### src/rtl/mdu_pkg.sv
// Shared encodings for the HI/LO multiply/divide unit.
package mdu_pkg;

    localparam int unsigned MDU_ITER = 32;

    typedef enum logic [2:0] {
        MULT  = 3'd0,
        MULTU = 3'd1,
        DIV   = 3'd2,
        DIVU  = 3'd3,
        MTHI  = 3'd4,
        MTLO  = 3'd5
    } mdu_op_t;

    typedef enum logic [1:0] {
        IDLE = 2'd0,
        RUN  = 2'd1,
        FIX  = 2'd2
    } mdu_state_t;

endpackage

### src/rtl/mdu_step.sv
// Shared add/subtract step: multiply accumulate or divide trial subtraction.
module mdu_step #(
    parameter int unsigned W = 33
) (
    input  logic [W-1:0] a,
    input  logic [W-1:0] b,
    input  logic         sub,
    output logic [W-1:0] sum_c
);

    always_comb begin
        sum_c = sub ? (a - b) : (a + b);
    end

endmodule

### src/rtl/mdu_hilo.sv
// Iterative MULT/MULTU/DIV/DIVU unit owning the architectural HI/LO registers.
module mdu_hilo
    import mdu_pkg::*;
#(
    parameter int unsigned WIDTH = MDU_ITER
) (
    input  logic             clk,
    input  logic             rst_n,
    input  logic             start,
    input  logic [2:0]       op,
    input  logic [WIDTH-1:0] rs_data,
    input  logic [WIDTH-1:0] rt_data,
    output logic             busy,
    output logic             done,
    output logic [WIDTH-1:0] hi,
    output logic [WIDTH-1:0] lo
);

    localparam int unsigned CNT_W = $clog2(WIDTH);
    localparam int unsigned ACC_W = 2 * WIDTH;

    mdu_state_t        state, state_n;
    mdu_op_t           op_q, op_q_n;
    logic [CNT_W-1:0]  cnt, cnt_n;
    logic [ACC_W-1:0]  acc, acc_n;
    logic [WIDTH-1:0]  a_abs, a_abs_n, b_abs, b_abs_n;
    logic              sign_a, sign_a_n, sign_b, sign_b_n;
    logic              div_zero, div_zero_n;
    logic              busy_n, done_n;
    logic [WIDTH-1:0]  hi_n, lo_n;

    logic              is_div, is_signed_op, neg_a, neg_b;
    logic [WIDTH:0]    step_a, step_b, step_y;
    logic              trial_ok;
    logic [ACC_W-1:0]  prod_fix;
    logic [WIDTH-1:0]  quo_fix, rem_fix, dz_hi;

    // Divide uses the shifted remainder {rem, next dividend bit}; multiply adds to the upper half.
    assign is_div   = (op_q == DIV) || (op_q == DIVU);
    assign step_a   = is_div ? acc[ACC_W-1:WIDTH-1] : {1'b0, acc[ACC_W-1:WIDTH]};
    assign step_b   = {1'b0, (is_div ? b_abs : a_abs)};
    assign trial_ok = ~step_y[WIDTH];

    mdu_step #(.W(WIDTH + 1)) u_step (
        .a     (step_a),
        .b     (step_b),
        .sub   (is_div),
        .sum_c (step_y)
    );

    assign is_signed_op = (op == MULT) || (op == DIV);
    assign neg_a        = is_signed_op && rs_data[WIDTH-1];
    assign neg_b        = is_signed_op && rt_data[WIDTH-1];

    // Sign fixups applied in FIX; divide-by-zero rebuilds the original dividend.
    assign prod_fix = ((op_q == MULT) && (sign_a != sign_b)) ? -acc : acc;
    assign quo_fix  = (sign_a != sign_b) ? -acc[WIDTH-1:0] : acc[WIDTH-1:0];
    assign rem_fix  = sign_a ? -acc[ACC_W-1:WIDTH] : acc[ACC_W-1:WIDTH];
    assign dz_hi    = sign_a ? -a_abs : a_abs;

    always_ff @(posedge clk or negedge rst_n) begin
        if (!rst_n) begin
            state    <= IDLE;
            op_q     <= MULT;
            cnt      <= '0;
            acc      <= '0;
            a_abs    <= '0;
            b_abs    <= '0;
            sign_a   <= 1'b0;
            sign_b   <= 1'b0;
            div_zero <= 1'b0;
            busy     <= 1'b0;
            done     <= 1'b0;
            hi       <= '0;
            lo       <= '0;
        end else begin
            state    <= state_n;
            op_q     <= op_q_n;
            cnt      <= cnt_n;
            acc      <= acc_n;
            a_abs    <= a_abs_n;
            b_abs    <= b_abs_n;
            sign_a   <= sign_a_n;
            sign_b   <= sign_b_n;
            div_zero <= div_zero_n;
            busy     <= busy_n;
            done     <= done_n;
            hi       <= hi_n;
            lo       <= lo_n;
        end
    end

    always_comb begin
        state_n    = state;
        op_q_n     = op_q;
        cnt_n      = cnt;
        acc_n      = acc;
        a_abs_n    = a_abs;
        b_abs_n    = b_abs;
        sign_a_n   = sign_a;
        sign_b_n   = sign_b;
        div_zero_n = div_zero;
        busy_n     = busy;
        done_n     = 1'b0;
        hi_n       = hi;
        lo_n       = lo;

        case (state)
            IDLE: begin
                if (start) begin
                    case (op)
                        MULT, MULTU, DIV, DIVU: begin
                            op_q_n     = mdu_op_t'(op);
                            a_abs_n    = neg_a ? -rs_data : rs_data;
                            b_abs_n    = neg_b ? -rt_data : rt_data;
                            sign_a_n   = neg_a;
                            sign_b_n   = neg_b;
                            div_zero_n = ((op == DIV) || (op == DIVU)) && (rt_data == '0);
                            // Low half seeds the multiplier (mul) or the dividend (div).
                            acc_n      = {{WIDTH{1'b0}}, ((op == DIV) || (op == DIVU))
                                          ? (neg_a ? -rs_data : rs_data)
                                          : (neg_b ? -rt_data : rt_data)};
                            cnt_n      = '0;
                            busy_n     = 1'b1;
                            state_n    = RUN;
                        end
                        MTHI:    hi_n = rs_data;
                        MTLO:    lo_n = rs_data;
                        default: ;
                    endcase
                end
            end
            RUN: begin
                if (is_div) begin
                    acc_n = {(trial_ok ? step_y[WIDTH-1:0] : acc[ACC_W-2:WIDTH-1]),
                             acc[WIDTH-2:0], trial_ok};
                end else begin
                    acc_n = {(acc[0] ? step_y : {1'b0, acc[ACC_W-1:WIDTH]}), acc[WIDTH-1:1]};
                end
                cnt_n = cnt + CNT_W'(1);
                if (cnt == CNT_W'(WIDTH - 1)) begin
                    state_n = FIX;
                end
            end
            FIX: begin
                if (!is_div) begin
                    hi_n = prod_fix[ACC_W-1:WIDTH];
                    lo_n = prod_fix[WIDTH-1:0];
                end else if (div_zero) begin
                    hi_n = dz_hi;
                    lo_n = '1;
                end else begin
                    hi_n = rem_fix;
                    lo_n = quo_fix;
                end
                cnt_n   = '0;
                done_n  = 1'b1;
                busy_n  = 1'b0;
                state_n = IDLE;
            end
            default: state_n = IDLE;
        endcase
    end

endmodule

### config.mk
export PLATFORM = sky130hd
export DESIGN_NAME = mdu_hilo
export DESIGN_NICKNAME = d
export VERILOG_FILES = /design/src/rtl/mdu_pkg.sv /design/src/rtl/mdu_step.sv /design/src/rtl/mdu_hilo.sv
export SDC_FILE = /design/constraint.sdc
export NUM_CORES = 1
export LEC_CHECK = 0
export CAP_MARGIN = 20
export CELL_PAD_IN_SITES_DETAIL_PLACEMENT = 1
export CELL_PAD_IN_SITES_GLOBAL_PLACEMENT = 1
export CORE_MARGIN = 10
export CORE_UTILIZATION = 44
export DETAILED_ROUTE_END_ITERATION = 7
export GPL_TIMING_DRIVEN = 0
export PLACE_DENSITY_LB_ADDON = 0.05
export SYNTH_ARGS = -nofsm -noshare
export SYNTH_HDL_FRONTEND = slang
export SYNTH_SLANG_ARGS = --single-unit
### constraint.sdc
create_clock -name clk -period 7.57 [get_ports clk]
set_input_delay 1.514 -clock clk [delete_from_list [all_inputs] [get_ports clk]]
set_output_delay 1.514 -clock clk [all_outputs]
set_load 0.03 [all_outputs]
Word-level counts from Yosys, hierarchy flattened
Index checks and enable logic that the tools add are counted.

Add/subtract/negate cells: 9. Equality and inequality tests: 16. Muxes and demuxes: 37. Bitwise logic cells: 1. Reduce and logical (&&, ||, !) cells: 22.

Operators by type and width (number): $mux W32 (16); $mux W64 (4); $neg A32 Y32 (5); $pmux W32 S2 (2); $pmux W64 S2 (1); $mux W33 (3); $neg A64 Y64 (1); $add A33 B32 Y33 (1); $sub A33 B32 Y33 (1); $logic_not A32 Y1 (1); $reduce_and A3 Y1 (7); $pmux W5 S3 (1); $eq A3 B2 Y1 const B (4); $mux W5 (2); $eq A3 B3 Y1 const B (2); $logic_not A3 Y1 (2); $mux W2 (3); $ne A2 B1 Y1 const B (3); $add A5 B1 Y5 const B (1); $eq A5 B5 Y1 const B (1); $logic_and A1 B1 Y1 (4); $ne A2 B2 Y1 const B (2); $pmux W2 S2 (1); $reduce_bool A2 Y1 (2); other kinds (11) (15).

Register bits after elaboration: 207. Input port bits: 70. Output and inout bits: 66. Word-level logic and storage cells: 98.

Longest topological paths before layout
Depth in word-level cells: 8. Mapped depth: 29. Gate-level depth less buffers: 23.

By module
From an unflattened synthesis, not the netlist that was laid out.

Cells, all modules: 2464. Area, all modules: 18192.4 um^2.

Modules (own cells, without submodules): mdu_hilo (times used 1, cells an instance 2089, area each 15652.5 um^2, sequential area each 5180.0 um^2); mdu_step (times used 1, cells an instance 375, area each 2539.9 um^2, sequential area each 0.0 um^2).

Least setup slack after synthesis
No wires, ideal clock.

Path type: flip-flop to flip-flop. Start: reg op_q[1]. End: reg acc[37]. Setup time: 0.142 ns. Arrival time: 5.514 ns. Required time: 7.428 ns. Setup slack: 1.913 ns. Cell stages (with the launch flop): 29. Path buffers: 7. Period minus slack after synthesis: 5.657 ns. Cell sequence: dfrtp_1 > nor2b_1 > buf_2 > clkbuf_1 > buf_1 > clkbuf_1 > nor2_1 > a21oi_1 > ha_1 > nor3b_1 > nand3b_1 > or2_2 > nor2_1 > o21ai_0 > xnor2_1 > nand2_1 > o21ai_0 > ha_1 > clkbuf_1 > nand3_1 > nor2_1 > a221oi_1 > nor3b_1 > o211a_1 > nor3_1 > buf_2 > buf_2 > mux2i_1 > o221ai_1.

Cells in the longest elaborated chain, start to end: 8. Elaborated cells between the ends (all ways): 12. Classes of those cells: 2 x add/sub; 2 x eq/ne; 7 x mux; 1 x reduce/logical.

RTL lines: start, declared (line mdu_hilo.sv:23) `mdu_op_t op_q, op_q_n;`; start signal, assigned (line mdu_hilo.sv:78) `op_q <= op_q_n;`; $eq A3 B2 Y1 (line mdu_hilo.sv:39) `assign is_div = (op_q == DIV) || (op_q == DIVU);`; $logic_or A1 B1 Y1 (*) (line mdu_hilo.sv:39); $mux W33 / $mux W32 (equally long branches) (line mdu_hilo.sv:40, mdu_hilo.sv:41); $add A33 B32 Y33 / $sub A33 B32 Y33 (equally long branches) (line mdu_step.sv:12) `sum_c = sub ? (a - b) : (a + b);`; $mux W33 (line mdu_step.sv:12); $mux W33 / $mux W32 (equally long branches) (line mdu_hilo.sv:138, mdu_hilo.sv:135); $mux W64 (*) (line mdu_hilo.sv:134) `if (is_div) begin`; $pmux W64 S2 (*) (line mdu_hilo.sv:108) `case (state)`; end signal, assigned (line mdu_hilo.sv:80) `acc <= acc_n;`; end, declared (line mdu_hilo.sv:25) `logic [ACC_W-1:0] acc, acc_n;`.

Every way passes the cells marked *; elsewhere a longest branch is shown, timed or not. A chain may end at the register's enable or synchronous reset.

Final worst setup path
Start: reg op_q[2]. End: reg acc[60].

Same word-level chain as after synthesis.

==> run_results.csv <==
group,metric,value,unit
route,vias,20010,
global_route,grt_max_degree,84,
global_route,first_global_vias,19620,
timing,fmax,136.9,MHz
synth,yosysTopAreaCellShare,29.83,%
route,finalWirelength,90.67,mm
route,wl_per_cell,29.96,um
synth,synth_fa_ha_area_share,2.997,%
route,firstDrtPassIters,5,
timing,worst_pin_slew,1086,ps
setup_path,critPathCaptureType,"register",
floorplan,ioPinCount,136,
timing,post-route-period-util,96.48,%
synth,syn_area,17370,um^2
setup_path,startpoint,"op_q[2]",
pwr,ir_drop,0.0002593,V
timing,setup_tns,0,ps
global_route,gr-max-usage-layer,"met2",
setup_path,worst-setup-path-type,"reg -> reg",
status,status,"finished clean",
synth,synth_area_leaders,"dfrtp_1 30%, nand2_1 10%, o21ai_0 7.2%",
timing,relSlewSlack,26.91,%
clocking,post_cts.repair.setup_buffers,0,
synth,yosys.area_share.simple,22.18,%
timing,hold_violations,0,
layout,final_common_cell,"nand2_1",
synth,synth-compound-area-share,25.63,%
synth,ys_ff_latch,207,
route,drtIter0Drc,2350,
clocking,clock-sinks,207,
timing,period_needed,7303,ps
synth,syn_area_per_cell,7.469,um^2
layout,stdcell_count,3026,
placement,io_buffer_count,135,
route,drt-vias-per-instance,6.613,
setup_path,critPathArrivalTime,7760,ps
synth,synth_ff_type,"dfrtp_1",
synth,synth.distinct_cells,83,
global_route,grt_pass1_wl,132.2,mm
clocking,h-tree-depth,1,
synth,async_reset_ff_share,100.0,%
global_route,track_usage,36.81,%
clocking,cts_inserted_buffers,27,
route,drc_errors,0,
synth,yosysWarnings,0,
floorplan,num_rows,72,
layout,multi_input_area,11310,um^2
floorplan,core,38830,um^2
global_route,use_met2,57.49,%
floorplan,die_area,47810,um^2
synth,synth.net_count,2436,
floorplan,dieWidth,218.7,um
setup_path,required,8030,ps
synth,yosysTopAreaCell,"dfrtp_1",
synth,synth_top_family_by_area,"compound AO/OA/AOI/OAI gates",
setup_path,r2r-start,"op_q[2]",
clocking,cts_tree,"yes",
placement,place_hpwl,71.56,mm
placement,routabilityCongestion,1.001,
setup_path,critPathLaunchType,"register",
layout,mostFrequentLayoutCells,"467 x nand2_1, 251 x o21ai_0, 207 x dfrtp_1, 179 x a21oi_1, 151 x clkbuf_1",
synth,synthMuxAreaShare,5.771,%
setup_path,critPathMaxFanout,19,
clocking,cts_hold_buffers,0,
global_route,grt.overflow.total,0,
synth,synth_xor_xnor_area_share,8.473,%
global_route,grt_util_met3,6.561,%
layout,fillCellCount,4892,
layout,seqCellArea,5180,um^2
synth,synth-edff-count,0,
layout,fin_nets,2600,
synth,synth_cells,2325,
clocking,insertion_delay,580,ps
clocking,root_buffer,"clkbuf_16",
run,drv_cap,0,
timing,grt_setup_unrepaired,"no",
global_route,antenna_found_initial,2,
timing,skew,14.02,ps
pwr,leakagePower,0.008146,uW
pwr,power_density,591.8,nW/um^2
layout,drive_gt1_share,4.308,%
timing,drv_slew,0,
floorplan,die_h,218.7,um
global_route,met1_usage,48.33,%
placement,dpl.cell_count,2981,
route,ant_nets,0,
synth,seq_area_frac_synth,29.83,%
worst_hold_path,hold_class,"reg -> reg",
layout,area_delta_synth_final,17.13,%
worst_hold_path,hold_start,"b_abs[30]",
timing,setup_viol,0,
clocking,clock_path_buffers,3,
clocking,path_clk_slew,60,ps
floorplan,initial_core_util,44.72,%
[timing repair]
item | CTS | global route
gates resized for setup | 8 | 8
gates cloned | 0 | 0
endpoints found under the setup margin | 33 | 31
[registers in the layout, indices dropped and copies added (netlist names)]
register / count
a_abs: 32
acc: 64
b_abs: 32
busy: 1
cnt: 5
div_zero: 1
done: 1
hi: 32
lo: 32
op_q: 3
sign_a: 1
sign_b: 1
state: 2
[through the flow]
stage          cell area [um^2]  hold slack [ps]  worst slack, ps  power (uW)  util (%)
4_1_cts                   20330            482.7            137.4       11750     52.37
6_report                  20340            475.8            266.8       12040     52.39
3_5_place_dp              19440            469.1           -784.3       10370     50.06
5_1_grt                   20340            507.0            22.88       12700     52.38
3_3_place_gp              19360            464.7            -4257       10080     49.87
2_1_floorplan             17370            441.8             1913        7470         -
[worst paths after layout]
check | slack [ps] | depth (start not counted) | endpoint
min in group asynchronous | 840 | 1 | acc[45]
hold / removal | 480 | 2 | b_abs[30]
max in group asynchronous | 5850 | 2 | acc[9]
hold reg to reg | 480 | 2 | b_abs[30]
setup reg to reg | 270 | 24 | acc[60]
setup / recovery | 270 | 24 | acc[60]
[area by class of cell]
type,count,area share [%]
Multi-Input combinational cell,1891,55.59
Tap cell,518,3.186
Antenna cell,1,0.01230
Clock inverter,12,0.6090
Timing Repair Buffer,138,6.975
Inverter,27,0.4982
Sequential cell,207,25.47
Buffer,197,3.943
Clock buffer,35,3.715
[per-layer routing]
layer,vias up,wire (um)
li1,8631,-
met1,10050,36380
met2,1069,40660
met3,259,8395
met4,4,5216
met5,-,24
[synth_stat cells, drive strengths merged (43+ instances only)]
cell type	instances
clkbuf	157
dfrtp	207
xnor2	93
a31oi	43
mux2i	90
nand2	468
o21ai	255
a21oi	180
buf	43
nor2	137
nor3	64
xor2	75
[worst max-delay path: stages (launching register included)]
cell,delay (ps)
dfrtp_1,420
nand2b_1,380
clkbuf_2,400
clkbuf_2,420
clkbuf_4,430
a21oi_1,240
ha_1,240
nand2b_1,130
nor3_1,340
a21bo_2,290
nor3_1,170
xor2_1,90
nand2_1,80
o21ai_0,250
ha_1,510
nand4_1,210
nor3_1,330
o311ai_0,340
a31oi_1,470
a21oi_1,180
o21ai_0,330
a31oi_1,160
xor2_1,350
a311oi_1,150
a22o_1,250
[logic make-up (layout without fill, tap and decap cells)]
kind of cell / after synthesis / in the layout
simple gates: 859 / 859
buf+inv: 227 / 409
fa+ha+maj: 41 / 41
xor+xnor: 168 / 168
flops: 207 / 207
compound gates: 725 / 725
mux: 98 / 98
other cells: 0 / 1
[where the power goes]
| group | internal, uW | switching [uW] |
|---|---|---|
| registers | 1630 | 513 |
| clock network | 769 | 556 |
| logic | 2940 | 5630 |
Power figures use the tool's default switching activity.
==> RTL edit, RTL diff (config.mk and constraints unchanged) <==
Put one more register stage on the output `hi`, cleared by the reset. The value now appears one clock later. The other outputs are not delayed to match.
--- a/src/rtl/mdu_hilo.sv
+++ b/src/rtl/mdu_hilo.sv
@@ -18,6 +18,8 @@
 
     localparam int unsigned CNT_W = $clog2(WIDTH);
     localparam int unsigned ACC_W = 2 * WIDTH;
+
+    logic [WIDTH-1:0] hi_s0;
 
     mdu_state_t        state, state_n;
     mdu_op_t           op_q, op_q_n;
@@ -71,7 +73,7 @@
             div_zero <= 1'b0;
             busy     <= 1'b0;
             done     <= 1'b0;
-            hi       <= '0;
+            hi_s0    <= '0;
             lo       <= '0;
         end else begin
             state    <= state_n;
@@ -85,7 +87,7 @@
             div_zero <= div_zero_n;
             busy     <= busy_n;
             done     <= done_n;
-            hi       <= hi_n;
+            hi_s0    <= hi_n;
             lo       <= lo_n;
         end
     end
@@ -102,7 +104,7 @@
         div_zero_n = div_zero;
         busy_n     = busy;
         done_n     = 1'b0;
-        hi_n       = hi;
+        hi_n       = hi_s0;
         lo_n       = lo;
 
         case (state)
@@ -162,5 +164,13 @@
         endcase
     end
 
+    always_ff @(posedge clk or negedge rst_n) begin
+        if (!rst_n) begin
+            hi <= '0;
+        end else begin
+            hi <= hi_s0;
+        end
+    end
+
 endmodule
 
Formal check against the unedited RTL: not equivalent (a bounded check fails within 4 cycles, from zero or initial values and one cycle with rst_n low).
==> RTL edit against the original RTL <==
Non-clock buffer count up 9. Sequential share of layout area is 1.8 points higher. Count of clock-buffer cells in the layout is 6 higher. Synthesized cell count increased by 3.5%. Sequential cell count grew 32. Routed wire length rose by 9.4%. Final area increased by 8.0%. Synthesized area grew 9.1%. Power is 13% higher. Worst setup slack gained 9.8 ps. Critical endpoint is now acc[58].
==> RTL edit: results (changes against the original RTL) <==
Outcome
  • Outcome: finished clean

Yosys
  • Synth area leaders: dfrtp_1 (32%), nand2_1 (8.4%), o21ai_0 (6.3%), mux2i_1 (5.2%), a21oi_1 (4.7%)
  • Top cells by count, synth: nand2_1 (423), o21ai_0 (240), dfrtp_1 (239)
  • Synth Area in Compound Gates: 0.2384 (-0.01787)
  • Seq/Total Area, Yosys: 0.3156 (+0.01730)
  • Post-Syn Nets: 2517 (+3.3%)
  • Post-Synth XOR/XNOR Area: 0.08920 (+0.004466)
  • Adder-Cell Fraction of Synth Area: 0.02747 (-0.002507)
  • Mux cell area share after synthesis: 0.05533 (-0.002385)

Route
  • First-pass DRT Iterations: 6 (+1)
  • Iteration-0 DRC Markers: 2559 (+8.9%)
  • Detailed-route via count: 21170 (+5.8%)
  • Drt wl/cell: 31.67 µm (+5.7%)

Worst setup path
  • Critical Path Fanout Max: 10 (-9)
  • Critical path's slowest cell: xnor2_1
  • CP Capture Point: acc[58]
  • CP arrival: 7770 ps (about the same)
  • Worst Reg2Reg Path Length in Cells: 26 (+8.3%)
  • Critical path data required time: 8040 ps (about the same)
  • Crit path from: op_q[1]
  • Max stage delay on crit path: 720 ps (+210 ps)

Timing
  • Final Skew: 15.55 ps (+1.528 ps)
  • Max transition margin: 0.2469 (-0.02226)

Global routing
  • First-pass GRT wire length: 143.5 mm (+8.5%)
  • Pin count of the biggest net entering global routing: 116 (+38%)
  • Vias in the first global route: 21160 (+7.8%)
  • Initial antenna violation count: 0 (-2)

Placed design
  • Placed insts: 3081 (+3.4%)
  • Dpl hpwl: 78.54 mm (+9.8%)
  • IO buf count: 133 (-1.5%)
  • Routability cong.: 1.041 (+4.0%)
  • Placed Area: 0.02102 mm² (+8.2%)
  • Worst slack, placed: -723.9 ps (+60.35 ps)

Min path
  • Hold Crit Class: reg -> reg

Clocking
  • Total CTS buffers: 28 (+3.7%)

Power
  • Max VDD drop: 0.2968 mV (+14%)
  • P_leak: 8.939 nW (+9.7%)

Cells and area
  • Nets@finish: 2682 (+3.2%)
  • Max FFs per register: 64 (unchanged)
## RTL edit: area by class of cell
type,instances,area (µm²)
fillers,5268,20260
multi-input cells,1926,11960
flip-flops and latches,239,5981
repair buffers,136,1399
plain buffers,208,903.4
clock buffers,41,840.8
well taps,539,674.4
inverters,32,120.1
clock inverters,9,86.33
diodes,2,5.005
## RTL edit: timing repair
item	CTS	global route
hold endpoints to repair	0	0
gates resized for setup	3	6
endpoints found under the setup margin	33	33
pin swaps	0	0
## RTL edit: cells by family (layout without fill, tap and decap cells)
| family | count (synthesis) | after routing |
|---|---|---|
| XOR/XNOR | 193 | 193 |
| AND/OR/NAND/NOR | 872 | 872 |
| flip-flops | 239 | 239 |
| adder cells (fa/ha/maj) | 41 | 41 |
| AO/OA/AOI/OAI | 717 | 717 |
| other | 0 | 2 |
| multiplexers | 103 | 103 |
| buffers and inverters | 241 | 426 |
## RTL edit: how the worst min path moves through the flow
stage | startpoint | to | slack, ps | cells after the start
after floorplan | hi_s0[22] | hi[22] | 350 | 0
after global placement | hi_s0[28] | hi[28] | 360 | 0
after detailed placement | hi_s0[30] | hi[30] | 360 | 0
after CTS | hi_s0[30] | hi[30] | 380 | 0
after global routing | hi_s0[30] | hi[30] | 380 | 0
final | hi_s0[30] | hi[30] | 380 | 0
## RTL edit: per-layer routing
metal / GRT usage / part of all wire / vias up
li1: - / - / 8975
met1: 0.4791 / 0.39 / 10660
met2: 0.5779 / 0.44 / 1237
met3: 0.07978 / 0.094 / 302
met4: 0.2272 / 0.069 / 0
met5: 0 / 0 / -
## RTL edit: report_power, final
group,total [mW],switching [mW],leakage [nW],internal (mW)
logic,9.79,6.54,5.66,3.25
clock network,1.40,0.599,0.453,0.802
registers,2.42,0.542,2.82,1.88
